### src/rtl/gsram_pkg.sv
// Shared constants and state encoding for the grid SRAM sequencer.
package gsram_pkg;

    localparam int unsigned ROWS   = 10;
    localparam int unsigned COLS   = 10;
    localparam int unsigned DW     = 16;
    localparam int unsigned ADDR_W = 4;
    localparam int unsigned N_ELEM = ROWS * COLS;
    localparam int unsigned CNT_W  = 7;

    localparam logic [ADDR_W-1:0] LAST_ROW   = ADDR_W'(ROWS - 1);
    localparam logic [ADDR_W-1:0] LAST_COL   = ADDR_W'(COLS - 1);
    localparam logic [CNT_W-1:0]  N_ELEM_C   = CNT_W'(N_ELEM);
    localparam logic [CNT_W-1:0]  LAST_ELEM  = CNT_W'(N_ELEM - 1);

    typedef enum logic [1:0] {
        ST_IDLE = 2'd0,
        ST_LOAD = 2'd1,
        ST_DUMP = 2'd2,
        ST_DONE = 2'd3
    } state_e;

endpackage

### src/rtl/gsram_out_fifo.sv
// Two-entry output FIFO holding a data word plus its last flag.
module gsram_out_fifo
    import gsram_pkg::*;
#(
    parameter int unsigned W = DW + 1
) (
    input  logic         clk,
    input  logic         rst_n,
    input  logic         i_push,
    input  logic [W-1:0] i_wdata,
    input  logic         i_pop,
    output logic [W-1:0] o_rdata,
    output logic [1:0]   o_count
);

    logic [W-1:0] r_mem [2];
    logic         r_wr_ptr;
    logic         r_rd_ptr;
    logic [1:0]   r_count;
    logic         w_pop;
    logic         w_push;

    assign w_pop  = i_pop && (r_count != 2'd0);
    // A push into a full FIFO is only accepted when the head leaves in the same cycle.
    assign w_push = i_push && ((r_count != 2'd2) || w_pop);

    always_ff @(posedge clk or negedge rst_n) begin
        if (!rst_n) begin
            for (int i = 0; i < 2; i++) begin
                r_mem[i] <= '0;
            end
            r_wr_ptr <= 1'b0;
            r_rd_ptr <= 1'b0;
            r_count  <= 2'd0;
        end else begin
            if (w_push) begin
                r_mem[r_wr_ptr] <= i_wdata;
                r_wr_ptr        <= ~r_wr_ptr;
            end
            if (w_pop) begin
                r_rd_ptr <= ~r_rd_ptr;
            end
            case ({w_push, w_pop})
                2'b10:   r_count <= r_count + 2'd1;
                2'b01:   r_count <= r_count - 2'd1;
                default: r_count <= r_count;
            endcase
        end
    end

    assign o_rdata = r_mem[r_rd_ptr];
    assign o_count = r_count;

endmodule

### src/rtl/gsram_seq.sv
// Load/dump sequencer for the 10x10x16 grid SRAM: writes a 100-word stream in
// row-major order, or reads it back as a backpressured stream.
module gsram_seq
    import gsram_pkg::*;
(
    input  logic              clk,
    input  logic              rst_n,
    input  logic              start_load,
    input  logic              start_dump,
    input  logic              in_valid,
    input  logic [DW-1:0]     in_data,
    output logic              in_ready,
    output logic              out_valid,
    output logic [DW-1:0]     out_data,
    input  logic              out_ready,
    output logic              out_last,
    output logic              busy,
    output logic              done,
    output logic              sram_we,
    output logic [ADDR_W-1:0] sram_row,
    output logic [ADDR_W-1:0] sram_col,
    output logic [DW-1:0]     sram_wdata,
    input  logic [DW-1:0]     sram_rdata
);

    state_e            r_state;
    state_e            w_state_next;
    logic [ADDR_W-1:0] r_row;
    logic [ADDR_W-1:0] r_col;
    logic [ADDR_W-1:0] w_row_next;
    logic [ADDR_W-1:0] w_col_next;
    logic [ADDR_W-1:0] w_row_inc;
    logic [ADDR_W-1:0] w_col_inc;
    logic [CNT_W-1:0]  r_issued;
    logic [CNT_W-1:0]  w_issued_next;
    logic              r_inflight;
    logic              r_inflight_last;

    logic              w_load_hs;
    logic              w_at_end;
    logic              w_pop;
    logic              w_issue;
    logic              w_dump_end;
    logic [2:0]        w_occ;
    logic [1:0]        w_fifo_count;
    logic [DW:0]       w_fifo_head;

    assign w_at_end  = (r_row == LAST_ROW) && (r_col == LAST_COL);
    assign w_col_inc = (r_col == LAST_COL) ? '0 : r_col + 1'b1;
    assign w_row_inc = (r_col != LAST_COL) ? r_row :
                       (r_row == LAST_ROW) ? '0 : r_row + 1'b1;

    assign w_load_hs = (r_state == ST_LOAD) && in_valid;
    assign w_pop     = out_valid && out_ready;

    // Occupancy credits a same-cycle pop so a free-running consumer sees one word per cycle.
    assign w_occ      = 3'(w_fifo_count) + 3'(r_inflight) - 3'(w_pop);
    assign w_issue    = (r_state == ST_DUMP) && (w_occ < 3'd2) && (r_issued != N_ELEM_C);
    assign w_dump_end = (r_issued == N_ELEM_C) && !r_inflight
                        && (w_fifo_count == {1'b0, w_pop});

    always_comb begin
        w_state_next  = r_state;
        w_row_next    = r_row;
        w_col_next    = r_col;
        w_issued_next = r_issued;
        unique case (r_state)
            ST_IDLE: begin
                if (start_load) begin
                    w_state_next  = ST_LOAD;
                    w_row_next    = '0;
                    w_col_next    = '0;
                    w_issued_next = '0;
                end else if (start_dump) begin
                    w_state_next  = ST_DUMP;
                    w_row_next    = '0;
                    w_col_next    = '0;
                    w_issued_next = '0;
                end
            end
            ST_LOAD: begin
                if (w_load_hs) begin
                    w_row_next = w_row_inc;
                    w_col_next = w_col_inc;
                    if (w_at_end) begin
                        w_state_next = ST_DONE;
                    end
                end
            end
            ST_DUMP: begin
                if (w_issue) begin
                    w_row_next    = w_row_inc;
                    w_col_next    = w_col_inc;
                    w_issued_next = r_issued + 1'b1;
                end
                if (w_dump_end) begin
                    w_state_next = ST_DONE;
                end
            end
            ST_DONE: begin
                w_state_next = ST_IDLE;
            end
            default: begin
                w_state_next = ST_IDLE;
            end
        endcase
    end

    always_ff @(posedge clk or negedge rst_n) begin
        if (!rst_n) begin
            r_state         <= ST_IDLE;
            r_row           <= '0;
            r_col           <= '0;
            r_issued        <= '0;
            r_inflight      <= 1'b0;
            r_inflight_last <= 1'b0;
        end else begin
            r_state         <= w_state_next;
            r_row           <= w_row_next;
            r_col           <= w_col_next;
            r_issued        <= w_issued_next;
            r_inflight      <= w_issue;
            r_inflight_last <= w_issue && (r_issued == LAST_ELEM);
        end
    end

    // The SRAM returns read data one cycle after the address is presented.
    gsram_out_fifo #(
        .W (DW + 1)
    ) u_fifo (
        .clk     (clk),
        .rst_n   (rst_n),
        .i_push  (r_inflight),
        .i_wdata ({r_inflight_last, sram_rdata}),
        .i_pop   (w_pop),
        .o_rdata (w_fifo_head),
        .o_count (w_fifo_count)
    );

    always_comb begin
        in_ready   = (r_state == ST_LOAD);
        sram_we    = w_load_hs;
        sram_wdata = in_ready ? in_data : '0;
        sram_row   = ((r_state == ST_LOAD) || (r_state == ST_DUMP)) ? r_row : '0;
        sram_col   = ((r_state == ST_LOAD) || (r_state == ST_DUMP)) ? r_col : '0;
        busy       = (r_state != ST_IDLE);
        done       = (r_state == ST_DONE);
        out_valid  = (w_fifo_count != 2'd0);
        out_data   = w_fifo_head[DW-1:0];
        out_last   = out_valid && w_fifo_head[DW];
    end

endmodule

### config.mk
export PLATFORM = sky130hd
export DESIGN_NAME = gsram_seq
export DESIGN_NICKNAME = d
export VERILOG_FILES = /design/src/rtl/gsram_pkg.sv /design/src/rtl/gsram_out_fifo.sv /design/src/rtl/gsram_seq.sv
export SDC_FILE = /design/constraint.sdc
export NUM_CORES = 1
export LEC_CHECK = 0
export ABC_AREA = 1
export CORE_MARGIN = 5
export CORE_UTILIZATION = 36
export DETAILED_ROUTE_END_ITERATION = 12
export MAX_ROUTING_LAYER = met4
export PLACE_DENSITY = 0.72
export SLEW_MARGIN = 30
export SYNTH_ARGS = -nofsm -noshare
export SYNTH_HDL_FRONTEND = slang
export SYNTH_HIERARCHICAL = 1
export SYNTH_SLANG_ARGS = --single-unit
### constraint.sdc
create_clock -name clk -period 3.9 [get_ports clk]
set_input_delay 0.585 -clock clk [delete_from_list [all_inputs] [get_ports clk]]
set_output_delay 0.585 -clock clk [all_outputs]
set_load 0.005 [all_outputs]
Yosys cells after proc, flatten, opt, wreduce, memory -nomap -nowiden
Cells that the tools add are included.
{ "totals": {"rom_bits": 0, "elab_cells": 99, "register_bits": 57, "mem_bits_rw": 0, "memories": 0, "out_inout_bits": 46, "latch_bits": 0, "in_bits": 38} }
{ "op_classes": {"shift": 0, "muxes": 31, "magnitude_cmp": 4, "bitwise_logic": 4, "n_reduce_logical": 24, "div": 0, "addsub": 7, "eq_ne": 18, "mul": 0} }
{ "ops": {"columns": ["operator", "count"], "rows": [
  ["two-way mux 17 bit", 4],
  ["two-way mux 4 bit", 11],
  ["bitwise mux 34 bit", 1],
  ["one-hot mux 4 bit (3 select lines)", 2],
  ["two-way mux 7 bit", 3],
  ["demux 17 bit (select 1 bit)", 1],
  ["two-way mux 16 bit", 1],
  ["== test 7 bit (second input constant)", 2],
  ["one-hot mux 7 bit (2 select lines)", 1],
  ["logical AND 1 bit", 12],
  ["two-way mux 2 bit", 5],
  ["adder 4 x 1 -> 4 bit (second input constant)", 2],
  ["== test 4 bit (second input constant)", 2],
  ["one-hot mux 2 bit (4 select lines)", 1],
  ["AND reduction 4 bit", 2],
  ["nonzero test 2 bit", 4],
  ["adder 7 x 1 -> 7 bit (second input constant)", 1],
  ["!= test 7 bit (second input constant)", 1],
  ["== test 2 bit (second input constant)", 3],
  ["!= test 2 bit (second input constant)", 3],
  ["== test 2 x 1 -> 1 bit (second input constant)", 2],
  [">= comparator 2 bit (second input constant)", 2],
  ["!= test 2 x 1 -> 1 bit (second input constant)", 2],
  ["!= test 4 bit (second input constant)", 1],
  ["16 further kinds", 19]
]} }

Depth between registers and ports, before layout
{ "logic_depth": {"ltp_word": 8, "mapped_depth": 15, "ltp_nobuf": 15} }

Cells and area by module
The synthesis kept the hierarchy.
{ "by_module_without_submodules": {"columns": ["module", "cells_each", "area_each_um2", "instances"], "rows": [
  ["gsram_out_fifo", 229, 1858.0, 1],
  ["gsram_seq", 226, 1560.2, 1]
]} }

Least setup slack after synthesis
OpenSTA, ideal clock, no wires.
{ "synth_path": {"kind": "register to register", "from": "register u_fifo.r_count[1] (netlist: u_fifo/o_count[1])", "to": "register r_issued[2]", "path_slack_ps": 1569, "stages_incl_launch_ff": 14, "required_ps": 3782, "path_buffers": 1, "arrival_time_ps": 2214, "synth_period_minus_slack_ps": 2331, "path_cell_list": "dfrtp_1 o21a_1 ha_1 inv_1 nand2_1 fa_1 nand2_1 nor2_2 nand2_4 nand2_4 nand2_4 buf_12 nand2_1 o21ai_2"} }
{ "synth_via": {"elab_chain_cells": 8, "elab_cells_between_ends": 9} }
{ "synth_lines": {"columns": ["element", "line", "source"], "rows": [
  ["from (decl)", "gsram_out_fifo.sv:19", "logic [1:0] r_count;"],
  ["from (signal assigned)", "gsram_out_fifo.sv:44", "2'b10: r_count <= r_count + 2'd1;"],
  ["from (signal assigned)", "gsram_out_fifo.sv:45", "2'b01: r_count <= r_count - 2'd1;"],
  ["from (signal assigned)", "gsram_out_fifo.sv:46", "default: r_count <= r_count;"],
  ["nonzero test 2 bit", "gsram_seq.sv:148", "out_valid = (w_fifo_count != 2'd0);"],
  ["logical AND 1 bit", "gsram_seq.sv:54", "assign w_pop = out_valid && out_ready;"],
  ["via w_pop", "gsram_seq.sv:41", "logic w_pop;"],
  ["subtractor 3 x 1 -> 3 bit", "gsram_seq.sv:57", "assign w_occ = 3'(w_fifo_count) + 3'(r_inflight) - 3'(w_pop);"],
  ["less-than comparator 3 x 2 -> 1 bit", "gsram_seq.sv:58", "assign w_issue = (r_state == ST_DUMP) && (w_occ < 3'd2) && (r_issued != N_ELEM_C);"],
  ["logical AND 1 bit (2 in series)", "gsram_seq.sv:58", null],
  ["!= test 2 bit (no line)", null, null],
  ["AND reduction 3 bit (no line)", null, null],
  ["to (signal assigned)", "gsram_seq.sv:121", "r_issued <= w_issued_next;"],
  ["to (decl)", "gsram_seq.sv:34", "logic [CNT_W-1:0] r_issued;"]
]} }
The timed path passes the listed nets, and every way through them passes these cells.
A chain may end at the register's enable or synchronous reset.

Final worst setup path
{ "layout_path": {"from": "register r_state[1]", "to": "output sram_wdata[12]"} }
{ "layout_via": {"elab_chain_cells": 2} }
{ "layout_lines": {"columns": ["element", "line", "source"], "rows": [
  ["from (decl)", "gsram_seq.sv:26", "state_e r_state;"],
  ["from (signal assigned)", "gsram_seq.sv:118", "r_state <= w_state_next;"],
  ["== test 2 x 1 -> 1 bit", "gsram_seq.sv:141", "in_ready = (r_state == ST_LOAD);"],
  ["two-way mux 16 bit", "gsram_seq.sv:143", "sram_wdata = in_ready ? in_data : '0;"],
  ["to (decl)", "gsram_seq.sv:22", "output logic [DW-1:0] sram_wdata,"]
]} }
Every way passes these cells.

==> out/metrics.cfg <==
[die]
die_w_um = 107
ios = 84
start_util = 0.370
die_area_um2 = 11500
rows = 35
fp.dieH_um = 107
coreArea_um2 = 9240

[worst_setup_path]
critPathKind = reg -> out
end_kind = output port
crit_top_cell = inv_1
startpoint_type = register
slowest_stage = ha_1
crit_path_max_incr_delay_ns = 0.54
worstPathRequired_ns = 3.31
crit_arrival_ns = 2.08
critPathMaxFanout = 20
worstRegToRegCells = 12
crit_chain = inv_1 > ha_1 > nand2_1 > inv_1 > clkdlybuf4s50_1

[placement]
gp_congestion = 0.767
port_buffers = 83
hpwlAfterDp_mm = 5.94
dpl_cell_area_um2 = 4300

[layout]
finish.instance_area_um2 = 4510
antennaDiodeCount = 0
multi_input_area_um2 = 1660
fin_util = 0.488
drive_above_1_share = 0.0948
fillers = 897
fin_nets = 584
seq_area_um2 = 1430
layout-area-overhead-vs-synth_pct = 31.8

[clock_network]
holdBufCountCts = 0
clk_pin_slew_ns = 0.07
clkLatencyLatePin_ns = 0.34
cts_tree = done
h-tree-depth = 3
cts_setup_buffers = 0
cts.sinks = 57
ctsResizeCount = 0
cts_buffer_depth = 2
cts_buffers = 9
root_buffer = clkbuf_8

[synth]
syn_nets = 506
synth_warnings = 6
synth_area_um2 = 3420
ys.flop_type = dfrtp_1
synth.distinct_cells = 33
yosys-top-cells-area = dfrtp_1 (42%), nand2_1 (22%), nand4_1 (7.9%)
avgSynthCellArea_um2 = 7.51
yosys.area.top_type = dfrtp_1
netlist.area_leader.share = 0.417
ys_seq_area_frac = 0.417
synth-edff-count = 0
ys_async_sr_fraction = 1.00
netlist_instances = 455
ys_seq_elements = 57

[power]
pwr_density_cell_nw_per_um2 = 724
power.share.combinational = 0.517
netSwitchingFraction = 0.426
sequentialPowerShare = 0.309
max-vdd-ir-drop_uv = 403
internal_power_mw = 1.87
power_switching_mw = 1.39
p_leak_nw = 2.37
pwr-share-clk = 0.173

[worst_hold_path]
hold_path.class = in -> async

[sta]
max_freq_mhz = 375
finClkSkew_ns = 0.00710
finalSetupViolCount = 0
worst_slew_pin_slew_ns = 0.802
fin_crit_ns = 2.66
finalSetupTns_ns = 0
max_slew_margin = 0.466
rsz0062_at_grt = false
timing_hold_violations_final = 0
period_share = 0.683
slew_viol_final = 0

[run_status]
status = complete, no violations

[routing]
drt-met1-wl_mm = 3.61
viasPerCell = 4.80
routed.top_layer = met4
drt_iter0_drc = 175
post_drt_wl_per_cell_um = 12.5
num_vias = 3202
routed_wirelength_mm = 8.34
firstDrtPassIters = 4
drc = 0
route.met2.wl_mm = 4.00
met3_length_um = 632
antenna_left = 0

[global_routing]
grt_pass1_vias = 3201
grt_pass1_wl_mm = 14.4
grtUsageTotal = 0.159
antenna_found_initial = 0
grt_max_degree = 40
grt_overflow = 0

[job]
drv_cap = 0

-- logic make-up (layout without fill, tap and decap cells) --
logic type | Yosys count | count (layout) | synth area share
simple gates | 290 | 290 | 0.390
buf+inv | 72 | 155 | 0.0963
flops | 57 | 57 | 0.417
compound gates | 18 | 18 | 0.0340
fa+ha+maj | 13 | 13 | 0.0498
xor+xnor | 5 | 5 | 0.0128
-- layout make-up --
type | instances | area share
Tap cell | 129 | 0.0358
Sequential cell | 57 | 0.316
Clock inverter | 5 | 0.0119
Multi-Input combinational cell | 326 | 0.369
Clock buffer | 11 | 0.0336
Inverter | 52 | 0.0433
Timing Repair Buffer | 87 | 0.190
-- final timing paths --
check / start / endpoint / slack (ns)
hold / removal: rst_n / u_fifo/r_mem[29] / 0.28
setup / recovery: r_state[1] / sram_wdata[12] / 1.24
hold reg to reg: u_fifo/r_mem[10] / u_fifo/r_mem[10] / 0.47
max in group asynchronous: rst_n / u_fifo/o_count[1] / 2.80
min in group clk: u_fifo/r_mem[10] / u_fifo/r_mem[10] / 0.47
setup reg to reg: u_fifo/o_count[1] / r_row[0] / 1.38
-- stage by stage --
step	std cells	hold slack, ns	total power [mW]	setup slack [ns]
2_1_floorplan	455	0.289	2.11	1.57
3_3_place_gp	651	0.453	2.67	1.02
3_5_place_dp	651	0.459	2.73	0.973
4_1_cts	667	0.305	3.31	1.20
5_1_grt	667	0.343	3.57	1.04
6_report	667	0.284	3.26	1.24
-- cells in the mapped netlist, types with 3 or more instances --
cell and instances:
or2_2 6, o21ai_1 7, nor3_1 3, nand3_4 3, o21ai_2 4, buf_2 7
nand4_1 43, nor2_2 5, clkbuf_1 3, nand2_2 3, inv_2 3, nand2_4 4
ha_1 12, dfrtp_1 57, nand3_1 10, xor2_1 4, inv_1 48, nand2_1 201
nor2_1 9, buf_4 5
-- registers in the layout (all words and copies together), names as in the netlist --
| register | cells |
|---|---|
| u_fifo/r_rd_ptr | 1 |
| u_fifo/r_mem | 34 |
| r_inflight_last | 1 |
| r_inflight | 1 |
| u_fifo/o_count | 2 |
| r_state | 2 |
| u_fifo/r_wr_ptr | 1 |
| r_col | 4 |
| r_row | 4 |
| r_issued | 7 |
-- metal layers --
metal / global-route usage / vias to the layer above
li1: - / 1596
met3: 0.0414 / 10
met1: 0.192 / 1482
met2: 0.263 / 114
met4: 0.0460 / 0
met5: - / -
-- cell usage in the layout, fill, tap and decap left out, drive strengths merged --
| cell type | count |
|---|---|
| clkbuf | 11 |
| o21ai | 13 |
| fa | 1 |
| xnor2 | 1 |
| clkdlybuf4s50 | 82 |
| a21oi | 1 |
| a21o | 1 |
| nand3b | 2 |
| buf | 5 |
| nor2 | 14 |
| nor3 | 3 |
| a31o | 1 |
| or2 | 6 |
| ha | 12 |
| o21a | 2 |
| nand3 | 14 |
| nand2 | 208 |
| nand4 | 43 |
| dfrtp | 57 |
| bufinv | 1 |
| clkinv | 5 |
| xor2 | 4 |
| inv | 51 |
-- critical path: cells and delay by family (launching register included) --
kind | cells | cell delay [ns]
and+or+nand+nor | 1 | 0.11
DFF | 1 | 0.41
adders and majority gates | 1 | 0.54
buffers and inverters | 3 | 0.69
-- power by group through the flow --
| stage | clock (mW) | sequential (mW) | combinational [mW] |
|---|---|---|---|
| after global routing | 0.615 | 1.04 | 1.91 |
| after global placement | 0 | 1.01 | 1.67 |
| after detailed placement | 0 | 1.02 | 1.71 |
| after floorplan | 0 | 0.944 | 1.16 |
| final | 0.565 | 1.01 | 1.69 |
| after CTS | 0.581 | 1.01 | 1.72 |
Note: power is estimated with default switching activity, not from simulation.
